## config.mk

```make
export PLATFORM = sky130hd
export DESIGN_NAME = alu_seq_core
export DESIGN_NICKNAME = d
export VERILOG_FILES = /design/src/rtl/alu_pkg.sv /design/src/rtl/alu_mul_seq.sv /design/src/rtl/alu_seq_core.sv
export SDC_FILE = /design/constraint.sdc
export NUM_CORES = 1
export LEC_CHECK = 0
export ABC_AREA = 1
export CAP_MARGIN = 0
export CORE_MARGIN = 2
export CORE_UTILIZATION = 62
export DETAILED_ROUTE_END_ITERATION = 8
export PLACE_DENSITY = 0.95
export SETUP_SLACK_MARGIN = 0.05
export SYNTH_ARGS = -nofsm -noshare
export SYNTH_HDL_FRONTEND = slang
export SYNTH_HIERARCHICAL = 1
export SYNTH_SLANG_ARGS = --single-unit
```

## constraint.sdc

```tcl
create_clock -name clk -period 4.1 [get_ports clk]
set_input_delay 0.82 -clock clk [delete_from_list [all_inputs] [get_ports clk]]
set_output_delay 0.82 -clock clk [all_outputs]
set_load 0.01 [all_outputs]
```

## src/rtl/alu_pkg.sv

```systemverilog
// Shared constants for the sequential ALU: opcode encodings and FSM states.
package alu_pkg;

    localparam logic [3:0] OP_ADD = 4'd0;
    localparam logic [3:0] OP_SUB = 4'd1;
    localparam logic [3:0] OP_AND = 4'd2;
    localparam logic [3:0] OP_OR  = 4'd3;
    localparam logic [3:0] OP_XOR = 4'd4;
    localparam logic [3:0] OP_NOT = 4'd5;
    localparam logic [3:0] OP_SHL = 4'd6;
    localparam logic [3:0] OP_SHR = 4'd7;
    localparam logic [3:0] OP_MUL = 4'd8;

    typedef enum logic [1:0] {
        ST_IDLE = 2'd0,
        ST_EXEC = 2'd1,
        ST_MUL  = 2'd2,
        ST_DONE = 2'd3
    } state_t;

endpackage

```

## src/rtl/alu_mul_seq.sv

```systemverilog
// Shift-add unsigned multiplier: one partial product per step.
// The low half of the accumulator holds the remaining multiplier bits; each step
// conditionally adds the multiplicand into the high half and shifts right by one,
// so after WIDTH steps the accumulator holds the full product.
module alu_mul_seq #(
    parameter int WIDTH = 16
) (
    input  logic               clk,
    input  logic               reset_a,
    input  logic               load,
    input  logic               step,
    input  logic [WIDTH-1:0]   multiplicand,
    input  logic [WIDTH-1:0]   multiplier,
    output logic [2*WIDTH-1:0] product
);

    logic [WIDTH-1:0]   mcand_reg;
    logic [2*WIDTH-1:0] acc_reg;
    logic [WIDTH:0]     sum_next;

    // High half plus the multiplicand when the current multiplier bit is set
    assign sum_next = {1'b0, acc_reg[2*WIDTH-1:WIDTH]}
                    + (acc_reg[0] ? {1'b0, mcand_reg} : '0);

    // Load operands, then accumulate-and-shift once per step
    always_ff @(posedge clk) begin
        if (reset_a) begin
            mcand_reg <= '0;
            acc_reg   <= '0;
        end else if (load) begin
            mcand_reg <= multiplicand;
            acc_reg   <= {{WIDTH{1'b0}}, multiplier};
        end else if (step) begin
            acc_reg   <= {sum_next, acc_reg[WIDTH-1:1]};
        end
    end

    assign product = acc_reg;

endmodule

```

## src/rtl/alu_seq_core.sv

```systemverilog
// Sequential ALU core: IDLE -> EXEC -> (MUL) -> DONE -> IDLE.
// Operands are captured on an accepted start; results and flags are written
// only on the DONE->IDLE edge, which also raises the one-cycle done pulse.
module alu_seq_core
    import alu_pkg::*;
#(
    parameter int WIDTH = 16,
    parameter int SHW   = $clog2(WIDTH)
) (
    input  logic               clk,
    input  logic               reset_a,
    input  logic [WIDTH-1:0]   dataa,
    input  logic [WIDTH-1:0]   datab,
    input  logic [3:0]         opcode,
    input  logic               start,
    output logic [2*WIDTH-1:0] out,
    output logic               carry_flag,
    output logic               zero_flag,
    output logic               overflow_flag,
    output logic               error_flag,
    output logic               done_flag,
    output logic               busy
);

    localparam int CW = $clog2(WIDTH);

    state_t             state_reg;
    logic [WIDTH-1:0]   a_reg;
    logic [WIDTH-1:0]   b_reg;
    logic [3:0]         op_reg;
    logic [CW-1:0]      cnt_reg;
    logic [2*WIDTH-1:0] out_reg;
    logic               carry_reg;
    logic               zero_reg;
    logic               ovf_reg;
    logic               err_reg;
    logic               done_reg;
    logic               busy_reg;

    logic [WIDTH:0]     sum_ext;
    logic [WIDTH:0]     dif_ext;
    logic [2*WIDTH-1:0] product;
    logic [2*WIDTH-1:0] res_next;
    logic               carry_next;
    logic               ovf_next;
    logic               err_next;
    logic               mul_load;
    logic               mul_step;

    assign sum_ext  = {1'b0, a_reg} + {1'b0, b_reg};
    assign dif_ext  = {1'b0, a_reg} - {1'b0, b_reg};
    assign mul_load = (state_reg == ST_EXEC) && (op_reg == OP_MUL);
    assign mul_step = (state_reg == ST_MUL);

    alu_mul_seq #(
        .WIDTH (WIDTH)
    ) u_mul (
        .clk          (clk),
        .reset_a      (reset_a),
        .load         (mul_load),
        .step         (mul_step),
        .multiplicand (a_reg),
        .multiplier   (b_reg),
        .product      (product)
    );

    // Result and flag selection from the latched operands and opcode
    always_comb begin
        res_next   = '0;
        carry_next = 1'b0;
        ovf_next   = 1'b0;
        err_next   = 1'b0;
        case (op_reg)
            OP_ADD: begin
                res_next[WIDTH-1:0] = sum_ext[WIDTH-1:0];
                carry_next          = sum_ext[WIDTH];
                ovf_next            = (a_reg[WIDTH-1] == b_reg[WIDTH-1]) &&
                                      (sum_ext[WIDTH-1] != a_reg[WIDTH-1]);
            end
            OP_SUB: begin
                res_next[WIDTH-1:0] = dif_ext[WIDTH-1:0];
                carry_next          = dif_ext[WIDTH];
                ovf_next            = (a_reg[WIDTH-1] != b_reg[WIDTH-1]) &&
                                      (dif_ext[WIDTH-1] != a_reg[WIDTH-1]);
            end
            OP_AND: res_next[WIDTH-1:0] = a_reg & b_reg;
            OP_OR:  res_next[WIDTH-1:0] = a_reg | b_reg;
            OP_XOR: res_next[WIDTH-1:0] = a_reg ^ b_reg;
            OP_NOT: res_next[WIDTH-1:0] = ~a_reg;
            OP_SHL: res_next[WIDTH-1:0] = a_reg << b_reg[SHW-1:0];
            OP_SHR: res_next[WIDTH-1:0] = a_reg >> b_reg[SHW-1:0];
            OP_MUL: begin
                res_next   = product;
                carry_next = |product[2*WIDTH-1:WIDTH];
            end
            default: err_next = 1'b1;
        endcase
    end

    // Control FSM with registered outputs
    always_ff @(posedge clk) begin
        if (reset_a) begin
            state_reg <= ST_IDLE;
            a_reg     <= '0;
            b_reg     <= '0;
            op_reg    <= '0;
            cnt_reg   <= '0;
            out_reg   <= '0;
            carry_reg <= 1'b0;
            zero_reg  <= 1'b0;
            ovf_reg   <= 1'b0;
            err_reg   <= 1'b0;
            done_reg  <= 1'b0;
            busy_reg  <= 1'b0;
        end else begin
            done_reg <= 1'b0;
            case (state_reg)
                ST_IDLE: begin
                    if (start) begin
                        a_reg     <= dataa;
                        b_reg     <= datab;
                        op_reg    <= opcode;
                        busy_reg  <= 1'b1;
                        state_reg <= ST_EXEC;
                    end
                end
                ST_EXEC: begin
                    cnt_reg   <= '0;
                    state_reg <= (op_reg == OP_MUL) ? ST_MUL : ST_DONE;
                end
                ST_MUL: begin
                    cnt_reg <= cnt_reg + 1'b1;
                    if (cnt_reg == CW'(WIDTH - 1)) begin
                        state_reg <= ST_DONE;
                    end
                end
                ST_DONE: begin
                    out_reg   <= res_next;
                    carry_reg <= carry_next;
                    zero_reg  <= (res_next == '0);
                    ovf_reg   <= ovf_next;
                    err_reg   <= err_next;
                    done_reg  <= 1'b1;
                    busy_reg  <= 1'b0;
                    state_reg <= ST_IDLE;
                end
                default: begin
                    busy_reg  <= 1'b0;
                    state_reg <= ST_IDLE;
                end
            endcase
        end
    end

    assign out           = out_reg;
    assign carry_flag    = carry_reg;
    assign zero_flag     = zero_reg;
    assign overflow_flag = ovf_reg;
    assign error_flag    = err_reg;
    assign done_flag     = done_reg;
    assign busy          = busy_reg;

endmodule

```

==> After elaboration in Yosys (flattened, before gate mapping) <==
Index checks and enable logic that the tools add are counted.
{ "classes": {"add_sub_neg": 4, "n_mux": 16, "bitwise": 4, "n_eq_ne": 18, "shift": 2, "n_reduce_logical": 15} }
{ "op_table": {"columns": ["op", "count"], "rows": [
  ["16-bit case mux with 9 select lines", 1],
  ["16-bit two-way mux", 4],
  ["16-bit by 16-bit adder with 17-bit output", 2],
  ["32-bit logical NOT", 1],
  ["16-bit by 16-bit subtractor with 17-bit output", 1],
  ["16-bit bitwise AND", 1],
  ["4-bit by 3-bit == test with 1-bit output, second input constant", 4],
  ["16-bit inverter", 1],
  ["16-bit bitwise OR", 1],
  ["16-bit OR reduction", 1],
  ["16-bit by 4-bit << shifter with 16-bit output", 1],
  ["16-bit by 4-bit >> shifter with 16-bit output", 1],
  ["16-bit XOR", 1],
  ["9-bit OR reduction", 1],
  ["4-bit by 2-bit == test with 1-bit output, second input constant", 2],
  ["4-bit == test, second input constant", 2],
  ["2-bit case mux with 4 select lines", 1],
  ["4-bit case mux with 2 select lines", 1],
  ["2-bit AND reduction", 3],
  ["2-bit nonzero test", 3],
  ["4-bit by 1-bit adder with 4-bit output, second input constant", 1],
  ["2-bit == test, second input constant", 2],
  ["4-bit by 1-bit == test with 1-bit output, second input constant", 1],
  ["4-bit logical NOT", 1],
  ["other kinds (12)", 21]
]} }
{ "totals": {"out_inout_bits": 38, "input_bits": 39, "regBits": 128, "word_cells": 74} }

==> Longest topological paths before layout <==
{ "depth": {"ltp_word": 4, "mapped_depth": 20, "ltp_nobuf": 17} }

==> Cells and area by module <==
The synthesis kept the hierarchy.
{ "modules_own_cells": {"columns": ["module", "area_each_um2", "n_inst", "cells_per_inst", "seq_area_each_um2"], "rows": [
  ["alu_seq_core", 7284.5, 1, 1253, 1601.5],
  ["alu_mul_seq", 2927.8, 1, 447, 960.9]
]} }

==> Worst setup path before layout <==
OpenSTA, ideal clock, no wires.
{ "synth_timing": {"kind": "register to register", "start": "register b_reg[2]", "end": "register zero_reg, in the netlist zero_flag", "setup_ps": 65, "path_buffers": 3, "setup_slack_ps": 1716, "path_stages_with_launch": 18, "required_time_ps": 4035, "arrival_ps": 2319, "period_less_slack_ps": 2384, "path_cell_list": "dfxtp_1 > buf_2 > inv_2 > clkbuf_1 > ha_1 > buf_4 > nand2_1 > o21ai_0 > nand3_1 > nand3_1 > nand2_1 > nand3_1 > nand3_1 > nor2_1 > nand3_1 > nor2_1 > nor2_1 > nor2_1"} }
{ "synth_between": {"elab_chain_cells": 3, "elab_cells_between_ends": 9, "classes_between": "add/sub (2); shift (2); mux (1); bitwise (3); reduce/logical (1)"} }
{ "synth_lines": {"columns": ["item", "line", "rtl"], "rows": [
  ["start: declaration", "alu_seq_core.sv:29", "logic [WIDTH-1:0] b_reg;"],
  ["start signal: assignment", "alu_seq_core.sv:121", "b_reg <= datab;"],
  ["16-bit by 16-bit subtractor with 17-bit output (tied with other cells)", "alu_seq_core.sv:51", "assign dif_ext = {1'b0, a_reg} - {1'b0, b_reg};"],
  ["16-bit case mux with 9 select lines (*)", "alu_seq_core.sv:73", "case (op_reg)"],
  ["32-bit logical NOT (*)", "alu_seq_core.sv:140", "zero_reg <= (res_next == '0);"],
  ["end signal: assignment", "alu_seq_core.sv:140", null],
  ["end: declaration", "alu_seq_core.sv:34", "logic zero_reg;"]
]} }
Mark *: on every way between the ends. The rest lies on a longest branch, timed or not.
A chain may end at the register's enable or synchronous reset.

==> Final worst setup path <==
{ "layout_timing": {"start": "register b_reg[3]", "end": "register zero_reg, in the netlist zero_flag"} }
The elaborated chain is that of the path after synthesis.

==> results.md <==
* Gate Count Post-Synth at 1700
* Synth Cell Area at between 0.01 and 0.015 sq mm
* RSZ-0062 raised after global routing: no
* CP Class: flop to flop
* CP Cell Sequence: inv_1 > ha_1 > nand2_1 > o21ai_0 > nand2_1 > nand3_1 > nand3_1 > nor2_1 > nand2_1 > nor2_1 > nand4_1 > nor2_1 > nor2_1 > nor2_1
* Internal Power at approximately 3.7 mW
* Die ar. at about 0.018 sq mm
* Outcome: complete, no violations
* Critical Path Fanout Max at 12
* Max_cap viols at 0
* Hold Fails Final Rpt at 0
* Synth unique cells at 45
* TritonCTS Buffers at 17
* Clk_lat worst skew at about 440 ps
* FF-to-FF path depth at 14
* Worst ir drop on vdd at 0.582 mV
* CP max stage cell: ha_1
* Final setup viols at 0
* Initial DRC count at 2152
* Worst path depth at 14
* Routed Antenna Nets at 0
* Post-synth EDFFs at 0
* CTS resizes at 0
* Worst-Margin Slew at 1330 ps
* CTS max path bufs at 2
* CP startpoint kind: flop
* Residual DRC count at 0
* H-tree depth at 4
* Io pins at 77
* Pre-CTS WS at around 1100 ps
* Initial antenna violation count at 0
* Clock skew at ~17 ps
* Worst hold path depth at 2
* Global route overflow at 0
* Die height at between 100 and 150 microns
* Critical Path Most Common Cell: nor2_1
* Post-CTS Hold Fix Bufs at 0
* Fill cell count at ~1400
* Slew Limit Fails at 0
* Initial core utilization at 0.638
* Setup TNS at 0 ps
* Clk sink count at approximately 130
* Drt pass-1 iters at 7
* CTS tree: done
* GPL Wtd Cong at approximately 1.1
* Fraction of layout cells with a size suffix above 1 at 0.0539
* Worst setup margin at approximately 980 ps
* Vias in the first global route at between 10000 and 15000
* Syn nets at between 1500 and 2000
* Layout net count at approximately 1800
* Fin crit share at 0.761
* Synthesized area per cell at 6.01 sq um
* Dpl hpwl at 29300 microns
* Via Count at roughly 12000
* Std cell rows at 46
* Max incr delay on CP at roughly 650 ps
* Synthesis-stage register bit count at around 130
* Area Overhead vs Synth at 12.7%
* Crit path DAT at roughly 3500 ps
* WL/cell at ~20 microns
* Ys Warns at 6
* Largest net degree at the start of global routing at 73
* Power Density at about 670 mW/mm^2
* Post-CTS setup buffers at 0
* Clock period minus worst slack at approximately 3100 ps
* Clk slew on worst S/H paths at around 60 ps
* Critical Path End Type: flop
* PortBufs at 76
* Min-Delay Path Class: flop to flop
* Core area at ~0.016 sq mm
* Sequential area share after synthesis at 0.251
* Leakage at ~5.7 nW
* Clock share of power at 0.184
* Ys flop type: dfxtp_1
* Routed Wire Length at 38600 microns
* Number of diodes at 0
* Net Sw Power at about 4.1 mW
* WP buf/inv at 1
* Die X at 132 microns
* Critical Path RT at roughly 4500 ps
* Logic pwr share at 0.553
* Reg power frac at 0.262
* Drt via density at a little over 6
* Switching part of the total at 0.528
* Asr flop ratio synth at 0
* Fmax at 0.320 GHz
* All-Layer GR Usage at 0.434
* First-pass GRT wire length at a little under 60000 microns
* CP top delay family: simple AND/OR/NAND/NOR gates
* Clk root buf: clkbuf_16
* Slew headroom at 0.112
cell families after synthesis:
kind of cell | share of synthesized area
and+or+nand+nor | 0.403
buffers and inverters | 0.117
AOI/OAI and AO/OA | 0.131
DFF | 0.251
adders and majority gates | 0.0916
xor gates and xnor gates | 0.00600
worst register-to-register path: stages, from the launching register on:
cell and delay [ps]:
dfxtp_1 490, inv_1 260, ha_1 650, nand2_1 120, o21ai_0 510, nand2_1 100
nand3_1 120, nand3_1 100, nor2_1 230, nand2_1 80, nor2_1 110, nand4_1 90
nor2_1 100, nor2_1 40, nor2_1 70
cell usage after synthesis, types with 2 or more instances:
cell / n / share of area
ha_1: 70 / 0.086
buf_4: 9 / 0.0066
a21oi_1: 97 / 0.048
fa_1: 3 / 0.0059
nand2_1: 428 / 0.16
nor2_2: 7 / 0.0043
nor3b_1: 2 / 0.0015
o22ai_1: 5 / 0.0031
nand3_2: 2 / 0.0020
o21bai_1: 3 / 0.0022
o21ai_0: 105 / 0.051
buf_1: 2 / 0.00074
xor2_1: 4 / 0.0034
buf_6: 4 / 0.0044
nand3b_1: 9 / 0.0066
or2_2: 4 / 0.0024
o211ai_1: 8 / 0.0059
o21ai_1: 3 / 0.0015
a211oi_1: 2 / 0.0015
nor2_1: 213 / 0.078
clkbuf_1: 32 / 0.012
inv_2: 7 / 0.0026
nor3_1: 25 / 0.012
dfxtp_1: 128 / 0.25
xnor2_1: 3 / 0.0026
buf_2: 32 / 0.016
inv_1: 202 / 0.074
nor3_2: 3 / 0.0029
nand2_2: 14 / 0.0086
nand4_1: 12 / 0.0074
nand3_1: 230 / 0.11
nor2_4: 3 / 0.0033
and2_1: 2 / 0.0012
o221ai_1: 16 / 0.014
cell usage in the layout, fill, tap and decap left out, types with 9 or more instances in the layout:
| cell type | count |
|---|---|
| nand3b_1 | 9 |
| o221ai_1 | 16 |
| nand2_1 | 427 |
| inv_1 | 202 |
| clkbuf_16 | 17 |
| dfxtp_1 | 128 |
| o21ai_0 | 105 |
| ha_1 | 70 |
| nor2_1 | 212 |
| nand2_2 | 15 |
| nand4_1 | 12 |
| buf_4 | 17 |
| clkdlybuf4s50_1 | 76 |
| a21oi_1 | 97 |
| nand3_1 | 230 |
| nor3_1 | 25 |
layout make-up:
type	count	area, sq um	share of cell area
clock buffers	18	429	0.0373
inverters	210	791	0.0687
multi-input cells	1282	6460	0.561
well taps	216	270	0.0235
repair buffers	93	888	0.0772
clock inverters	14	108	0.00935
flip-flops and latches	128	2560	0.223
power groups by stage:
stage / registers, mW / clock network, mW / logic (mW)
2_1_floorplan: 1.84 / 0 / 2.95
3_3_place_gp: 2.00 / 0 / 4.01
3_5_place_dp: 2.02 / 0 / 4.08
4_1_cts: 1.99 / 1.41 / 4.11
5_1_grt: 2.05 / 1.48 / 4.67
6_report: 2.03 / 1.43 / 4.29
path summary, 6_finish.rpt:
| path | from | endpoint | slack [ps] |
|---|---|---|---|
| setup / recovery | b_reg[3] | zero_flag | 980 |
| hold reg to reg | out[24] | out[24] | 470 |
| hold / removal | out[24] | out[24] | 470 |
| setup reg to reg | b_reg[3] | zero_flag | 980 |
through the flow:
step                      instance area [sq um]   util  power [mW]  instances  hold WS (ps)
final                                     11500  0.719        7.75       1961           466
after global routing                      11500  0.719        8.19       1961           484
after CTS                                 11500  0.719        7.52       1961           464
after detailed placement                  11000  0.686        6.10       1929           457
after global placement                    11000  0.686        6.00       1929           450
after floorplan                           10200      -        4.80       1700           434
metal layers:
metal	vias up	GRT usage	wire [microns]
met5	-	0	0
met4	0	0.165	1540
met3	115	0.109	5060
met2	886	0.641	16100
met1	5591	0.607	15800
li1	5554	-	-
Power figures use the tool's default switching activity.
